[src/rtl/ultrasonic_ranger_pkg.sv]
// Shared types and constants for the ultrasonic ranger.
// Holds the FSM state enum, echo-to-cm scale and the no-object code.
package ultrasonic_pkg;

    typedef enum logic [2:0] {
        IDLE,
        TRIG,
        WAIT_RISE,
        MEASURE,
        DONE_OK,
        DONE_ERR
    } state_t;

    // Round-trip echo time per centimetre, in microseconds.
    localparam int US_PER_CM = 58;

    // Reported when nothing was measured; far above any proximity alarm.
    localparam logic [9:0] DIST_NONE = 10'd1023;

    function automatic int clks_per_us(input int clk_hz);
        return clk_hz / 1_000_000;
    endfunction

endpackage

[src/rtl/ultrasonic_ranger_if.sv]
// Sensor pins and result bundle of the ultrasonic ranger.
// Ports: enable, echo in; trig, distance, distance_valid, timeout_err out.
interface ultrasonic_ranger_if;

    logic       enable;
    logic       echo;
    logic       trig;
    logic [9:0] distance;
    logic       distance_valid;
    logic       timeout_err;

    modport master (
        output enable,
        output echo,
        input  trig,
        input  distance,
        input  distance_valid,
        input  timeout_err
    );

    modport slave (
        input  enable,
        input  echo,
        output trig,
        output distance,
        output distance_valid,
        output timeout_err
    );

endinterface

[src/rtl/ultrasonic_ranger_tick_gen.sv]
// Free-running 1 us tick generator.
// Ports: clk, reset (async, active-low), tick_1us (one-clk pulse).
module us_tick_gen
    import ultrasonic_pkg::*;
#(
    parameter int CLK_FREQ_HZ = 100_000_000
) (
    input  logic clk,
    input  logic reset,
    output logic tick_1us
);

    localparam int DIV = clks_per_us(CLK_FREQ_HZ);
    localparam int CW  = (DIV > 1) ? $clog2(DIV) : 1;
    localparam logic [CW-1:0] LAST = CW'(DIV - 1);

    logic [CW-1:0] cnt;

    always_ff @(posedge clk or negedge reset) begin
        if (!reset) begin
            cnt <= '0;
        end else if (cnt == LAST) begin
            cnt <= '0;
        end else begin
            cnt <= cnt + 1'b1;
        end
    end

    assign tick_1us = (cnt == LAST);

endmodule

[src/rtl/ultrasonic_ranger.sv]
// HC-SR04 style ranger: periodic trigger, echo width to whole cm.
// Ports: clk, reset (async, active-low), bus (ultrasonic_ranger_if.slave).
module ultrasonic_ranger
    import ultrasonic_pkg::*;
#(
    parameter int CLK_FREQ_HZ = 100_000_000,
    parameter int TRIG_US     = 10,
    parameter int PERIOD_MS   = 60,
    parameter int TIMEOUT_MS  = 30,
    parameter int MAX_CM      = 400
) (
    input logic                clk,
    input logic                reset,
    ultrasonic_ranger_if.slave bus
);

    localparam int DIV        = clks_per_us(CLK_FREQ_HZ);
    localparam int TRIG_CLKS  = TRIG_US * DIV;
    localparam int TW         = $clog2(TRIG_CLKS + 1);
    localparam int PERIOD_US  = PERIOD_MS * 1000;
    localparam int PW         = $clog2(PERIOD_US + 1);
    localparam int TIMEOUT_US = TIMEOUT_MS * 1000;
    localparam int UW         = $clog2(TIMEOUT_US + 1);

    localparam logic [TW-1:0] TRIG_LAST   = TW'(TRIG_CLKS - 1);
    localparam logic [PW-1:0] PERIOD_LAST = PW'(PERIOD_US - 1);
    localparam logic [UW-1:0] TIMEOUT_LIM = UW'(TIMEOUT_US);
    localparam logic [9:0]    MAX_LIM     = 10'(MAX_CM);
    localparam logic [5:0]    SUB_LAST    = 6'(US_PER_CM - 1);

    state_t        state;
    state_t        next_state;
    logic          tick_1us;
    logic          echo_m;
    logic          echo_s;
    logic          echo_d;
    logic          rise;
    logic          fall;
    logic          count_en;
    logic [TW-1:0] trig_cnt;
    logic [PW-1:0] per_cnt;
    logic          period_done;
    logic [UW-1:0] us_cnt;
    logic [5:0]    sub_cnt;
    logic [9:0]    cm;
    logic          trig_q;
    logic [9:0]    dist_q;
    logic          valid_q;
    logic          err_q;

    us_tick_gen #(
        .CLK_FREQ_HZ(CLK_FREQ_HZ)
    ) u_tick (
        .clk     (clk),
        .reset   (reset),
        .tick_1us(tick_1us)
    );

    always_ff @(posedge clk or negedge reset) begin
        if (!reset) begin
            echo_m <= 1'b0;
            echo_s <= 1'b0;
            echo_d <= 1'b0;
        end else begin
            echo_m <= bus.echo;
            echo_s <= echo_m;
            echo_d <= echo_s;
        end
    end

    assign rise = echo_s & ~echo_d;
    assign fall = ~echo_s & echo_d;

    always_ff @(posedge clk or negedge reset) begin
        if (!reset) begin
            state <= IDLE;
        end else begin
            state <= next_state;
        end
    end

    always_comb begin
        next_state = state;
        unique case (state)
            IDLE: begin
                if (period_done) next_state = TRIG;
            end
            TRIG: begin
                if (trig_cnt == TRIG_LAST) next_state = WAIT_RISE;
            end
            WAIT_RISE: begin
                if (rise) begin
                    next_state = MEASURE;
                end else if (us_cnt >= TIMEOUT_LIM) begin
                    next_state = DONE_ERR;
                end
            end
            MEASURE: begin
                // Out of range wins so an over-range count is never reported.
                if (cm > MAX_LIM) begin
                    next_state = DONE_ERR;
                end else if (fall) begin
                    next_state = DONE_OK;
                end else if (us_cnt >= TIMEOUT_LIM) begin
                    next_state = DONE_ERR;
                end
            end
            DONE_OK:  next_state = IDLE;
            DONE_ERR: next_state = IDLE;
            default:  next_state = IDLE;
        endcase
        if (!bus.enable) next_state = IDLE;
    end

    always_ff @(posedge clk or negedge reset) begin
        if (!reset) begin
            trig_cnt <= '0;
        end else if (state == TRIG) begin
            trig_cnt <= trig_cnt + 1'b1;
        end else begin
            trig_cnt <= '0;
        end
    end

    // period_done starts set so the first trigger after enable is immediate.
    always_ff @(posedge clk or negedge reset) begin
        if (!reset) begin
            per_cnt     <= '0;
            period_done <= 1'b1;
        end else if (!bus.enable) begin
            per_cnt     <= '0;
            period_done <= 1'b1;
        end else if (state != TRIG && next_state == TRIG) begin
            per_cnt     <= '0;
            period_done <= 1'b0;
        end else if (tick_1us && !period_done) begin
            per_cnt <= per_cnt + 1'b1;
            if (per_cnt == PERIOD_LAST) period_done <= 1'b1;
        end
    end

    // Shared timeout timer: echo wait, then echo high time.
    always_ff @(posedge clk or negedge reset) begin
        if (!reset) begin
            us_cnt <= '0;
        end else if (state == WAIT_RISE && rise) begin
            us_cnt <= '0;
        end else if (state == WAIT_RISE || state == MEASURE) begin
            if (tick_1us && us_cnt != TIMEOUT_LIM) begin
                us_cnt <= us_cnt + 1'b1;
            end
        end else begin
            us_cnt <= '0;
        end
    end

    // The rise cycle itself counts, so N us of echo yields exactly N ticks.
    assign count_en = tick_1us & echo_s &
                      ((state == MEASURE) |
                       ((state == WAIT_RISE) & rise));

    always_ff @(posedge clk or negedge reset) begin
        if (!reset) begin
            sub_cnt <= '0;
            cm      <= '0;
        end else if (state == TRIG ||
                     (state == WAIT_RISE && !rise)) begin
            sub_cnt <= '0;
            cm      <= '0;
        end else if (count_en) begin
            if (sub_cnt == SUB_LAST) begin
                sub_cnt <= '0;
                if (cm != DIST_NONE) cm <= cm + 1'b1;
            end else begin
                sub_cnt <= sub_cnt + 1'b1;
            end
        end
    end

    // Outputs follow next_state so they line up with the state register.
    always_ff @(posedge clk or negedge reset) begin
        if (!reset) begin
            trig_q  <= 1'b0;
            dist_q  <= DIST_NONE;
            valid_q <= 1'b0;
            err_q   <= 1'b0;
        end else begin
            trig_q  <= (next_state == TRIG);
            valid_q <= (next_state == DONE_OK) ||
                       (next_state == DONE_ERR);
            err_q   <= (next_state == DONE_ERR);
            if (next_state == DONE_OK) begin
                dist_q <= cm;
            end else if (next_state == DONE_ERR) begin
                dist_q <= DIST_NONE;
            end
        end
    end

    assign bus.trig           = trig_q;
    assign bus.distance       = dist_q;
    assign bus.distance_valid = valid_q;
    assign bus.timeout_err    = err_q;

endmodule
[src/flat_wrapper.sv]
// flat-port wrapper written by rule: the top's interface ports become plain ports
module ultrasonic_ranger_flat import ultrasonic_pkg::*;
#(
    parameter int CLK_FREQ_HZ = 100_000_000,
    parameter int TRIG_US     = 10,
    parameter int PERIOD_MS   = 60,
    parameter int TIMEOUT_MS  = 30,
    parameter int MAX_CM      = 400
)
  (clk, reset, bus_enable, bus_echo, bus_trig, bus_distance, bus_distance_valid, bus_timeout_err);
  ultrasonic_ranger_if bus_i ();
  input logic clk;
  input logic reset;
  input wire logic [$bits(bus_i.enable)-1:0] bus_enable;
  input wire logic [$bits(bus_i.echo)-1:0] bus_echo;
  output wire logic [$bits(bus_i.trig)-1:0] bus_trig;
  output wire logic [$bits(bus_i.distance)-1:0] bus_distance;
  output wire logic [$bits(bus_i.distance_valid)-1:0] bus_distance_valid;
  output wire logic [$bits(bus_i.timeout_err)-1:0] bus_timeout_err;
  assign bus_i.enable = bus_enable;
  assign bus_i.echo = bus_echo;
  assign bus_trig = bus_i.trig;
  assign bus_distance = bus_i.distance;
  assign bus_distance_valid = bus_i.distance_valid;
  assign bus_timeout_err = bus_i.timeout_err;
  ultrasonic_ranger #(.CLK_FREQ_HZ(CLK_FREQ_HZ), .TRIG_US(TRIG_US), .PERIOD_MS(PERIOD_MS), .TIMEOUT_MS(TIMEOUT_MS), .MAX_CM(MAX_CM)) u_core (.clk(clk), .reset(reset), .bus(bus_i));
endmodule
[config.mk]
export PLATFORM = sky130hd
export DESIGN_NAME = ultrasonic_ranger_flat
export DESIGN_NICKNAME = d
export VERILOG_FILES = /design/src/rtl/ultrasonic_ranger_pkg.sv /design/src/rtl/ultrasonic_ranger_if.sv /design/src/rtl/ultrasonic_ranger_tick_gen.sv /design/src/rtl/ultrasonic_ranger.sv /design/src/flat_wrapper.sv
export SDC_FILE = /design/constraint.sdc
export NUM_CORES = 1
export LEC_CHECK = 0
export CAP_MARGIN = 20
export CORE_ASPECT_RATIO = 0.7
export CORE_UTILIZATION = 55
export DETAILED_ROUTE_END_ITERATION = 6
export GPL_ROUTABILITY_DRIVEN = 0
export MAX_ROUTING_LAYER = met4
export PLACE_DENSITY = 0.81
export SYNTH_ARGS = -nofsm -noshare
export SYNTH_HDL_FRONTEND = slang
export SYNTH_SLANG_ARGS = --single-unit
[constraint.sdc]
create_clock -name clk -period 2 [get_ports clk]
set_input_delay 0.3 -clock clk [delete_from_list [all_inputs] [get_ports clk]]
set_output_delay 0.3 -clock clk [all_outputs]
set_load 0.05 [all_outputs]
Word-level counts from Yosys, hierarchy flattened
Index checks and enable logic that the tools add are counted.
{"block": "totals", "regBits": 84, "input_bits": 4}
{"block": "op_classes", "add_sub_neg": 6, "magnitude_cmp": 2, "eq_ne": 16, "mux": 29, "n_bitwise": 8, "n_reduce_logical": 17}
{"operator": "10-bit two-way mux", "count": 7}
{"operator": "16-bit two-way mux", "count": 3}
{"operator": "15-bit two-way mux", "count": 3}
{"operator": "3-bit two-way mux", "count": 7}
{"operator": "10-bit by 1-bit adder with 10-bit output, second input constant", "count": 2}
{"operator": "6-bit two-way mux", "count": 3}
{"operator": "16-bit by 1-bit adder with 16-bit output, second input constant", "count": 1}
{"operator": "16-bit == test, second input constant", "count": 1}
{"operator": "15-bit by 1-bit adder with 15-bit output, second input constant", "count": 1}
{"operator": "15-bit >= comparator, second input constant", "count": 1}
{"operator": "15-bit inequality test, second input constant", "count": 1}
{"operator": "3-bit one-hot mux with 4 select lines", "count": 1}
{"operator": "10-bit == test, second input constant", "count": 1}
{"operator": "10-bit by 9-bit > comparator with 1-bit output, second input constant", "count": 1}
{"operator": "10-bit inequality test, second input constant", "count": 1}
{"operator": "3-bit by 1-bit inequality test with 1-bit output, second input constant", "count": 3}
{"operator": "2-bit nonzero test", "count": 4}
{"operator": "7-bit by 1-bit adder with 7-bit output, second input constant", "count": 1}
{"operator": "7-bit == test, second input constant", "count": 1}
{"operator": "7-bit two-way mux", "count": 1}
{"operator": "6-bit by 1-bit adder with 6-bit output, second input constant", "count": 1}
{"operator": "3-bit by 1-bit == test with 1-bit output, second input constant", "count": 2}
{"operator": "3-bit by 2-bit == test with 1-bit output, second input constant", "count": 2}
{"operator": "3-bit == test, second input constant", "count": 2}
{"operator": "12 further kinds", "count": 27}

Logic depth before layout (Yosys ltp)
Gate-level depths: netlist (run 1).
{"block": "logic_depth", "depth_word": 10, "depth_mapped": 8}

By module
A second synthesis (run 1) with hierarchy kept.
{"block": "unflattened", "cells_unflattened": 436, "hier_area_um2": 4445.5}
{"module": "ultrasonic_ranger", "n_inst": 1, "cells_each": 407, "area_per_inst_um2": 4100.2, "seq_area_each_um2": 1940.6}
{"module": "us_tick_gen", "n_inst": 1, "cells_each": 29, "area_per_inst_um2": 345.3, "seq_area_each_um2": 175.2}

Worst setup path after synthesis (run 1)
OpenSTA, ideal clock, no wires.
{"block": "synth_path", "path_kind": "reg-to-reg", "start": "register u_core.u_tick.cnt[0]", "end": "register u_core.us_cnt[8]", "setup_time_ps": 78, "arrival_ps": 1817, "path_slack_ps": 105, "path_stages_with_launch": 7, "n_path_buf": 1, "period_less_slack_ps": 1895, "path_cell_list": "dfrtp_1 -> ha_1 -> nand2b_1 -> or4_1 -> buf_2 -> or3_1 -> a21oi_1"}
{"block": "synth_between", "elab_chain_len": 3}
{"element": "start, declared", "line_no": "ultrasonic_ranger_tick_gen.sv:17", "rtl": "logic [CW-1:0] cnt;"}
{"element": "start signal, assigned", "line_no": "ultrasonic_ranger_tick_gen.sv:25", "rtl": "cnt <= cnt + 1'b1;"}
{"element": "7-bit == test", "line_no": "ultrasonic_ranger_tick_gen.sv:29", "rtl": "assign tick_1us = (cnt == LAST);"}
{"element": "1-bit logical AND", "line_no": "ultrasonic_ranger.sv:149", "rtl": "if (tick_1us && us_cnt != TIMEOUT_LIM) begin"}
{"element": "3-bit by 2-bit inequality test with 1-bit output (no line)"}
{"element": "end signal, assigned", "line_no": "ultrasonic_ranger.sv:150", "rtl": "us_cnt <= us_cnt + 1'b1;"}
{"element": "end, declared", "line_no": "ultrasonic_ranger.sv:43", "rtl": "logic [UW-1:0] us_cnt;"}
Every way passes these cells.
A chain may end at the register's enable or synchronous reset.

Final worst setup path (run 1)
{"block": "layout_path", "start": "register u_core.us_cnt[11]", "end": "register u_core.dist_q[9] (netlist: u_core.bus.distance[9])"}
{"block": "layout_between", "elab_chain_len": 8, "elab_cells_between_ends": 11, "cone_classes": "1 x order compare; 2 x eq/ne; 7 x mux; 1 x reduce/logical"}
{"element": "15-bit >= comparator (*)", "line_no": "ultrasonic_ranger.sv:94, ultrasonic_ranger.sv:104"}
{"element": "3-bit two-way mux (*)", "line_no": "ultrasonic_ranger.sv:94, ultrasonic_ranger.sv:104"}
{"element": "3-bit two-way mux", "line_no": "ultrasonic_ranger.sv:102", "rtl": "end else if (fall) begin"}
{"element": "3-bit two-way mux", "line_no": "ultrasonic_ranger.sv:100", "rtl": "if (cm > MAX_LIM) begin"}
{"element": "3-bit one-hot mux with 4 select lines (*)", "line_no": "ultrasonic_ranger.sv:84", "rtl": "unique case (state)"}
{"element": "3-bit two-way mux (*)", "line_no": "ultrasonic_ranger.sv:112", "rtl": "if (!bus.enable) next_state = IDLE;"}
{"element": "3-bit == test (on tied branches)", "line_no": "ultrasonic_ranger.sv:192, ultrasonic_ranger.sv:194"}
{"element": "10-bit two-way mux or 2-bit nonzero test (tied branches)"}
{"element": "end signal, assigned", "line_no": "ultrasonic_ranger.sv:193", "rtl": "dist_q <= cm;"}
{"element": "end, declared", "line_no": "ultrasonic_ranger.sv:47", "rtl": "logic [9:0] dist_q;"}
Every way passes the cells marked *; elsewhere a longest branch is shown, timed or not.

==> results.py, run 1 <==
metrics = {
    "status": {
        "status": "finished with violations",
        "violations": "setup timing",
    },
    "floorplan": {
        "core.rowCount": 26,
        "die_h_um": 76.0,
        "die_w_um": 108,
        "core-area_sq_um": 7450,
        "start_util_pct": 57.8,
        "io_pins": 17,
        "dieArea_sq_um": 8190,
    },
    "clock_network": {
        "cts.htree.levels": 3,
        "insertion_delay_ps": 380,
        "cts_tree": "yes",
        "clock_path_buffers": 2,
        "root_buffer": "clkbuf_8",
        "clk_pin_slew_ps": 80,
        "cts-buffers-inserted": 9,
        "cts_sinks": 84,
    },
    "placement": {
        "dp_cells": 573,
        "dpl.hpwl_mm": 6.85,
        "io_buffers": 16,
        "placed_cell_area_sq_um": 4820,
        "dp_slack_ps": -39.3,
    },
    "sta": {
        "hold_viol": 0,
        "fin_skew_ps": 9.13,
        "min_period_ps": 2010,
        "hold_slack_ps": 356,
        "rsz0062_at_grt": "true",
        "worst_slack_ps": -5.79,
        "maxSlewHeadroom_pct": 57.4,
        "fmax_ghz": 0.499,
        "finalSetupTns_ps": -6.98,
        "final_max_slew_viol_count": 0,
        "worst_pin_slew_ps": 632,
        "final.period_utilization_pct": 100,
        "finalSetupViolCount": 2,
    },
    "route": {
        "drtPass1Iterations": 4,
        "drt_iter0_drc": 239,
        "dr_total_vias": 3554,
        "postRouteAntennaNets": 0,
        "drt-total-wl_mm": 10.5,
        "avgViaCountPerCell": 5.95,
        "routedWlPerCell_um": 17.5,
        "post-route-drc-count": 0,
    },
    "cells_and_area": {
        "layout-drive-gt1-share_pct": 21.4,
        "antenna_cells": 0,
        "area_growth_pct": 21.8,
        "finalNonFillerCells": 597,
        "layout.nets": 507,
        "final_core_util_pct": 70.4,
        "layout_commonest_cell": "dfrtp_1",
        "fillers": 559,
        "finalInstanceArea_sq_um": 5240,
        "mostFrequentLayoutCells": "dfrtp_1, nor2_1, buf_4",
    },
    "synth": {
        "syn_area_per_cell_sq_um": 9.94,
        "synthFlopType": "dfrtp_1",
        "synth_area_sq_um": 4300,
        "synth_edf_count": 0,
        "syn_inst": 433,
        "synth_cell_types": 55,
        "synth_nets": 446,
        "synth_warnings": 0,
        "ys_ff_latch": 84,
        "async_reset_ff_share_pct": 100,
        "synth-seq-area-share_pct": 49.2,
    },
    "hold_path": {
        "hold_start": "bus_echo",
        "min_path_cells": 1,
        "min_path_type": "in2reg",
        "hold_end": "u_core.echo_m",
    },
    "power": {
        "p_leak_nw": 2.21,
        "power_density_nw_per_um2": 566,
        "total_power_mw": 2.96,
        "max-vdd-ir-drop_uv": 449,
    },
    "global_route": {
        "antenna_found_initial": 0,
        "grt_use_total_pct": 27.5,
        "grt_pass1_vias": 3407,
        "grt_max_degree": 42,
        "grt_remaining_overflow": 0,
        "grt_pass1_wl_mm": 16.8,
    },
    "worst_setup_path": {
        "cp_max_fo": 6,
        "reg2reg_slack_ps": -6,
        "cp-end-kind": "flop",
        "crit_path_start": "u_core.us_cnt[11]",
        "regToRegEndpoint": "u_core.bus.distance[9]",
        "reg2reg_depth": 6,
        "arrival_ps": 2310,
        "r2r_start": "u_core.us_cnt[11]",
        "path_class": "reg2reg",
        "worstPathRequired_ps": 2310,
        "start_kind": "flop",
    },
    "run": {
        "cap_violations": 0,
    },
}
-- power breakdown --
part | switching (mW) | internal, mW
Clock | 0.613 | 0.486
Combinational | 0.0994 | 0.0437
Sequential | 0.0115 | 1.71
Total | 0.724 | 2.24
-- area by class of cell --
| cell class | instances | area (sq um) | area share, % |
|---|---|---|---|
| Tap cell | 98 | 123 | 2.34 |
| Timing Repair Buffer | 58 | 505 | 9.64 |
| Inverter | 16 | 60.1 | 1.15 |
| Sequential cell | 84 | 2120 | 40.4 |
| Multi-Input combinational cell | 325 | 2270 | 43.3 |
| Clock inverter | 2 | 12.5 | 0.239 |
| Clock buffer | 14 | 153 | 2.91 |
-- critical path, stage by stage, from the launching register on --
cell and delay, ps:
dfrtp_1 430, inv_1 100, a221o_1 410, or2_4 280, a21oi_4 220, clkbuf_16 200, mux2_4 300
-- routing by layer --
layer / track usage [%] / vias up / share of wire [%]
li1: - / 1689 / -
met1: 39.9 / 1761 / 49
met2: 37.8 / 95 / 45
met3: 7.44 / 9 / 5.3
met4: 7.95 / 0 / 0.81
met5: - / - / 0
-- flip-flops by register name (all words and copies together) (netlist names), 3 cells and up --
register / flops
u_core.trig_cnt: 10
u_core.per_cnt: 16
u_core.us_cnt: 15
u_core.bus.distance: 10
u_core.state: 3
u_core.u_tick.cnt: 7
u_core.cm: 10
u_core.sub_cnt: 6
-- Yosys cell counts (2+ instances only) --
master	instances	share of area, %
nor2_1	49	4.3
o211ai_1	7	1.2
nand3_1	31	3.6
ha_1	9	2.6
nor2b_1	4	0.58
nor3b_1	2	0.35
nor3_1	12	1.4
buf_2	2	0.23
nor4_1	7	1.0
o21ai_1	2	0.23
nand4b_1	2	0.41
mux2i_1	4	0.93
and3_1	13	1.9
or2_2	2	0.29
a21oi_1	17	2.0
nand2b_1	4	0.58
mux2_1	2	0.52
mux2_2	8	2.1
o31ai_1	5	0.87
o311ai_0	2	0.41
o21ai_0	18	2.1
dfstp_2	11	6.7
xor2_1	17	3.5
clkbuf_1	4	0.35
dfrtp_1	73	42
and4_1	5	1.0
or3_1	20	2.9
xnor2_1	18	3.7
nand4_1	14	2.0
o211a_1	2	0.47
nand2_1	25	2.2
inv_1	15	1.3
or4_1	5	0.87
-- how the worst max path moves through the flow --
stage / endpoint / slack (ps) / depth (start not counted)
floorplan: u_core.us_cnt[8] / 100 / 6
global placement: u_core.bus.distance[4] / 30 / 6
detailed placement: u_core.us_cnt[12] / -40 / 6
CTS: u_core.bus.distance[9] / 20 / 7
global route: u_core.bus.distance[9] / -60 / 6
finish: u_core.bus.distance[9] / -6 / 6
-- logic make-up (layout without fill, tap and decap cells) --
group                      Yosys count  in the layout  synth area share [%]
DFF                                 84             84                  49.2
xor gates and xnor gates            35             35                  7.12
AOI/OAI and AO/OA                   62             62                  9.16
muxes                               14             14                  3.55
buffers and inverters               24             90                  2.41
and+or+nand+nor                    205            205                  26.0
adders and majority gates            9              9                  2.62
-- repair_timing --
action / 4_1_cts / 5_1_grt
setup endpoints to repair: 16 / 34
pin swaps: 0 / 12
gates cloned: 0 / 1
buffers inserted: 1 / 5
resized for setup: 12 / 37
hold buffers: 1 / 0
endpoints found under the hold margin: 28 / 0
(Power assumes the default switching activity.)
==> inputs of run 2 (changes only) <==
CAP_MARGIN = 0   (was 20)
SLEW_MARGIN = 10   (was default)
==> results of run 2 <==
No change in the layout: final DEF, timing and power equal those of run 1.
==> inputs of run 3 (changes only) <==
SETUP_SLACK_MARGIN = 0.15   (was default)
==> run 3 against run 2 <==
Compared with the run above: the flow now finishes without violations; hold slack got worse by 3.7 ps; clock skew increased by 0.71 ps; core utilization increased by 2.3 points; critical path depth decreased by 1; sequential share of layout area decreased by 1.2 points; via count increased by 2.4%; flip-flop and latch count unchanged; non-clock buffer count increased by 3; count of clock-buffer cells in the layout decreased by 3; clock power increased by 17%; combinational power increased by 5%; first-iteration DRC count increased by 14%; critical path type unchanged.
==> results.py, run 3 (synthesis gave the netlist of run 1 again) <==
metrics = {
    "route": {
        "drt-total-wl_mm": 10.7,
        "drt_iter0_drc": 273,
        "dr_total_vias": 3641,
        "postRouteAntennaNets": 0,
        "drtPass1Iterations": 4,
        "avgViaCountPerCell": 6.07,
        "routedWlPerCell_um": 17.9,
        "post-route-drc-count": 0,
    },
    "global_route": {
        "grt_max_degree": 39,
        "grt_pass1_vias": 3418,
        "grt_remaining_overflow": 0,
        "antenna_found_initial": 0,
        "grt_use_total_pct": 28.0,
        "grt_pass1_wl_mm": 17.0,
    },
    "worst_setup_path": {
        "regToRegEndpoint": "u_core.bus.distance[4]",
        "r2r_start": "u_core.us_cnt[9]",
        "worstPathRequired_ps": 2310,
        "crit_path_start": "u_core.us_cnt[9]",
        "endpoint": "u_core.bus.distance[4]",
        "cp-end-kind": "flop",
        "worst-path-stages": 5,
        "reg2reg_depth": 5,
        "reg2reg_slack_ps": 20,
        "cp_max_fo": 10,
        "arrival_ps": 2290,
        "max_stage_delay_ps": 460,
        "path_class": "reg2reg",
        "critPathSlowestCell": "dfrtp_2",
        "start_kind": "flop",
        "crit_buf_inv": 0,
        "path_cells": "nor4_4 -> a221o_1 -> o22ai_4 -> or3_1 -> mux2_4",
        "crit_family": "simple AND/OR/NAND/NOR gates",
    },
    "cells_and_area": {
        "regArea_sq_um": 2120,
        "antenna_cells": 0,
        "fillers": 509,
        "layout.nets": 510,
        "area_growth_pct": 25.8,
        "top_regs": "u_core.per_cnt x16, u_core.us_cnt x15",
        "mostFrequentLayoutCells": "dfrtp_1, nor2_1, buf_4",
        "final_core_util_pct": 72.7,
        "layout_commonest_cell": "dfrtp_1",
        "layout-drive-gt1-share_pct": 25.1,
        "multi_input_area_sq_um": 2370,
        "largest-register": "u_core.per_cnt",
        "largest_reg_flops": 16,
    },
    "sta": {
        "rsz0062_at_grt": "true",
        "min_period_ps": 1980,
        "fmax_ghz": 0.505,
        "finalSetupTns_ps": 0,
        "worst_pin_slew_ps": 599,
        "fin_skew_ps": 9.84,
        "maxSlewHeadroom_pct": 59.8,
        "hold_viol": 0,
        "final.period_utilization_pct": 99.0,
        "finalSetupViolCount": 0,
        "final_max_slew_viol_count": 0,
    },
    "clock_network": {
        "cts_tree": "yes",
        "root_buffer": "clkbuf_8",
        "cts_sinks": 84,
        "cts-buffers-inserted": 9,
        "cts.htree.levels": 3,
        "clk_pin_slew_ps": 90,
        "clock_path_buffers": 2,
        "insertion_delay_ps": 370,
    },
    "floorplan": {
        "core.rowCount": 26,
        "die_w_um": 108,
        "die_h_um": 76.0,
        "core-area_sq_um": 7450,
        "dieArea_sq_um": 8190,
        "start_util_pct": 57.8,
        "io_pins": 17,
    },
    "run": {
        "cap_violations": 0,
    },
    "hold_path": {
        "hold_start": "u_core.echo_m",
        "min_path_type": "reg2reg",
    },
    "power": {
        "power_density_nw_per_um2": 585,
        "max-vdd-ir-drop_uv": 641,
        "p_leak_nw": 2.29,
    },
    "placement": {
        "dpl.hpwl_mm": 6.83,
        "io_buffers": 16,
    },
    "status": {
        "status": "finished clean",
    },
}
==> run 3: cell types whose count changed in the layout (fill, tap and decap cells not counted), moves of 2 or more <==
cell             before  now
clkbuf_1              4    0
dfrtp_1              72   68
dfrtp_2               1    5
clkdlybuf4s50_1       5    3
a21oi_2               0    2
buf_4                39   42
mux2_2                0    3
mux2_4               10    7
o31ai_1               4    2
nor3_4                0    2
a21oi_1              17   15
==> run 3: per-stage QoR <==
step / hold WS (ps) / std cells / total power [mW] / setup WS, ps / area (sq um)
2_1_floorplan: 4.41 / 433 / 1.82 / 151 / 4330
3_3_place_gp: 302 / 570 / 1.89 / 1.79 / 4820
3_5_place_dp: 301 / 570 / 1.89 / -6.46 / 4820
4_1_cts: 347 / 589 / 3.17 / 88.6 / 5150
5_1_grt: 345 / 600 / 3.29 / -29.1 / 5410
6_report: 352 / 600 / 3.17 / 19.3 / 5410
==> run 3: worst min path at each step <==
stage / endpoint / cells past startpoint / slack, ps
after floorplan: u_core.bus.distance_valid / 0 / 4
after global placement: u_core.us_cnt[12] / 1 / 300
after detailed placement: u_core.us_cnt[14] / 1 / 300
after CTS: u_core.echo_m / 1 / 350
after global routing: u_core.echo_m / 1 / 340
final: u_core.echo_s / 0 / 350
==> run 3: what timing repair did <==
item,CTS,global route
resized for setup,30,38
setup endpoints to repair,47,38
hold endpoints to repair,36,0
pin swaps,5,22
gates cloned,0,1
setup buffers,2,10
hold buffers,1,0
==> run 3: layout make-up <==
type / count / area share (%)
Clock inverter: 5 / 1.09
Sequential cell: 84 / 39.2
Clock buffer: 11 / 2.80
Inverter: 16 / 1.11
Tap cell: 98 / 2.27
Multi-Input combinational cell: 325 / 43.8
Timing Repair Buffer: 61 / 9.78
==> run 3: per-layer routing <==
| layer | track usage, % | routed length (um) | vias to the layer above |
|---|---|---|---|
| li1 | - | - | 1683 |
| met1 | 40.0 | 5060 | 1843 |
| met2 | 39.1 | 4970 | 103 |
| met3 | 8.30 | 579 | 12 |
| met4 | 6.71 | 115 | 0 |
| met5 | - | 0 | - |
==> run 3: power breakdown <==
group          total, mW  switching, mW  internal, mW
clock               1.29          0.646         0.647
sequential          1.72         0.0111          1.71
combinational      0.150          0.103        0.0477
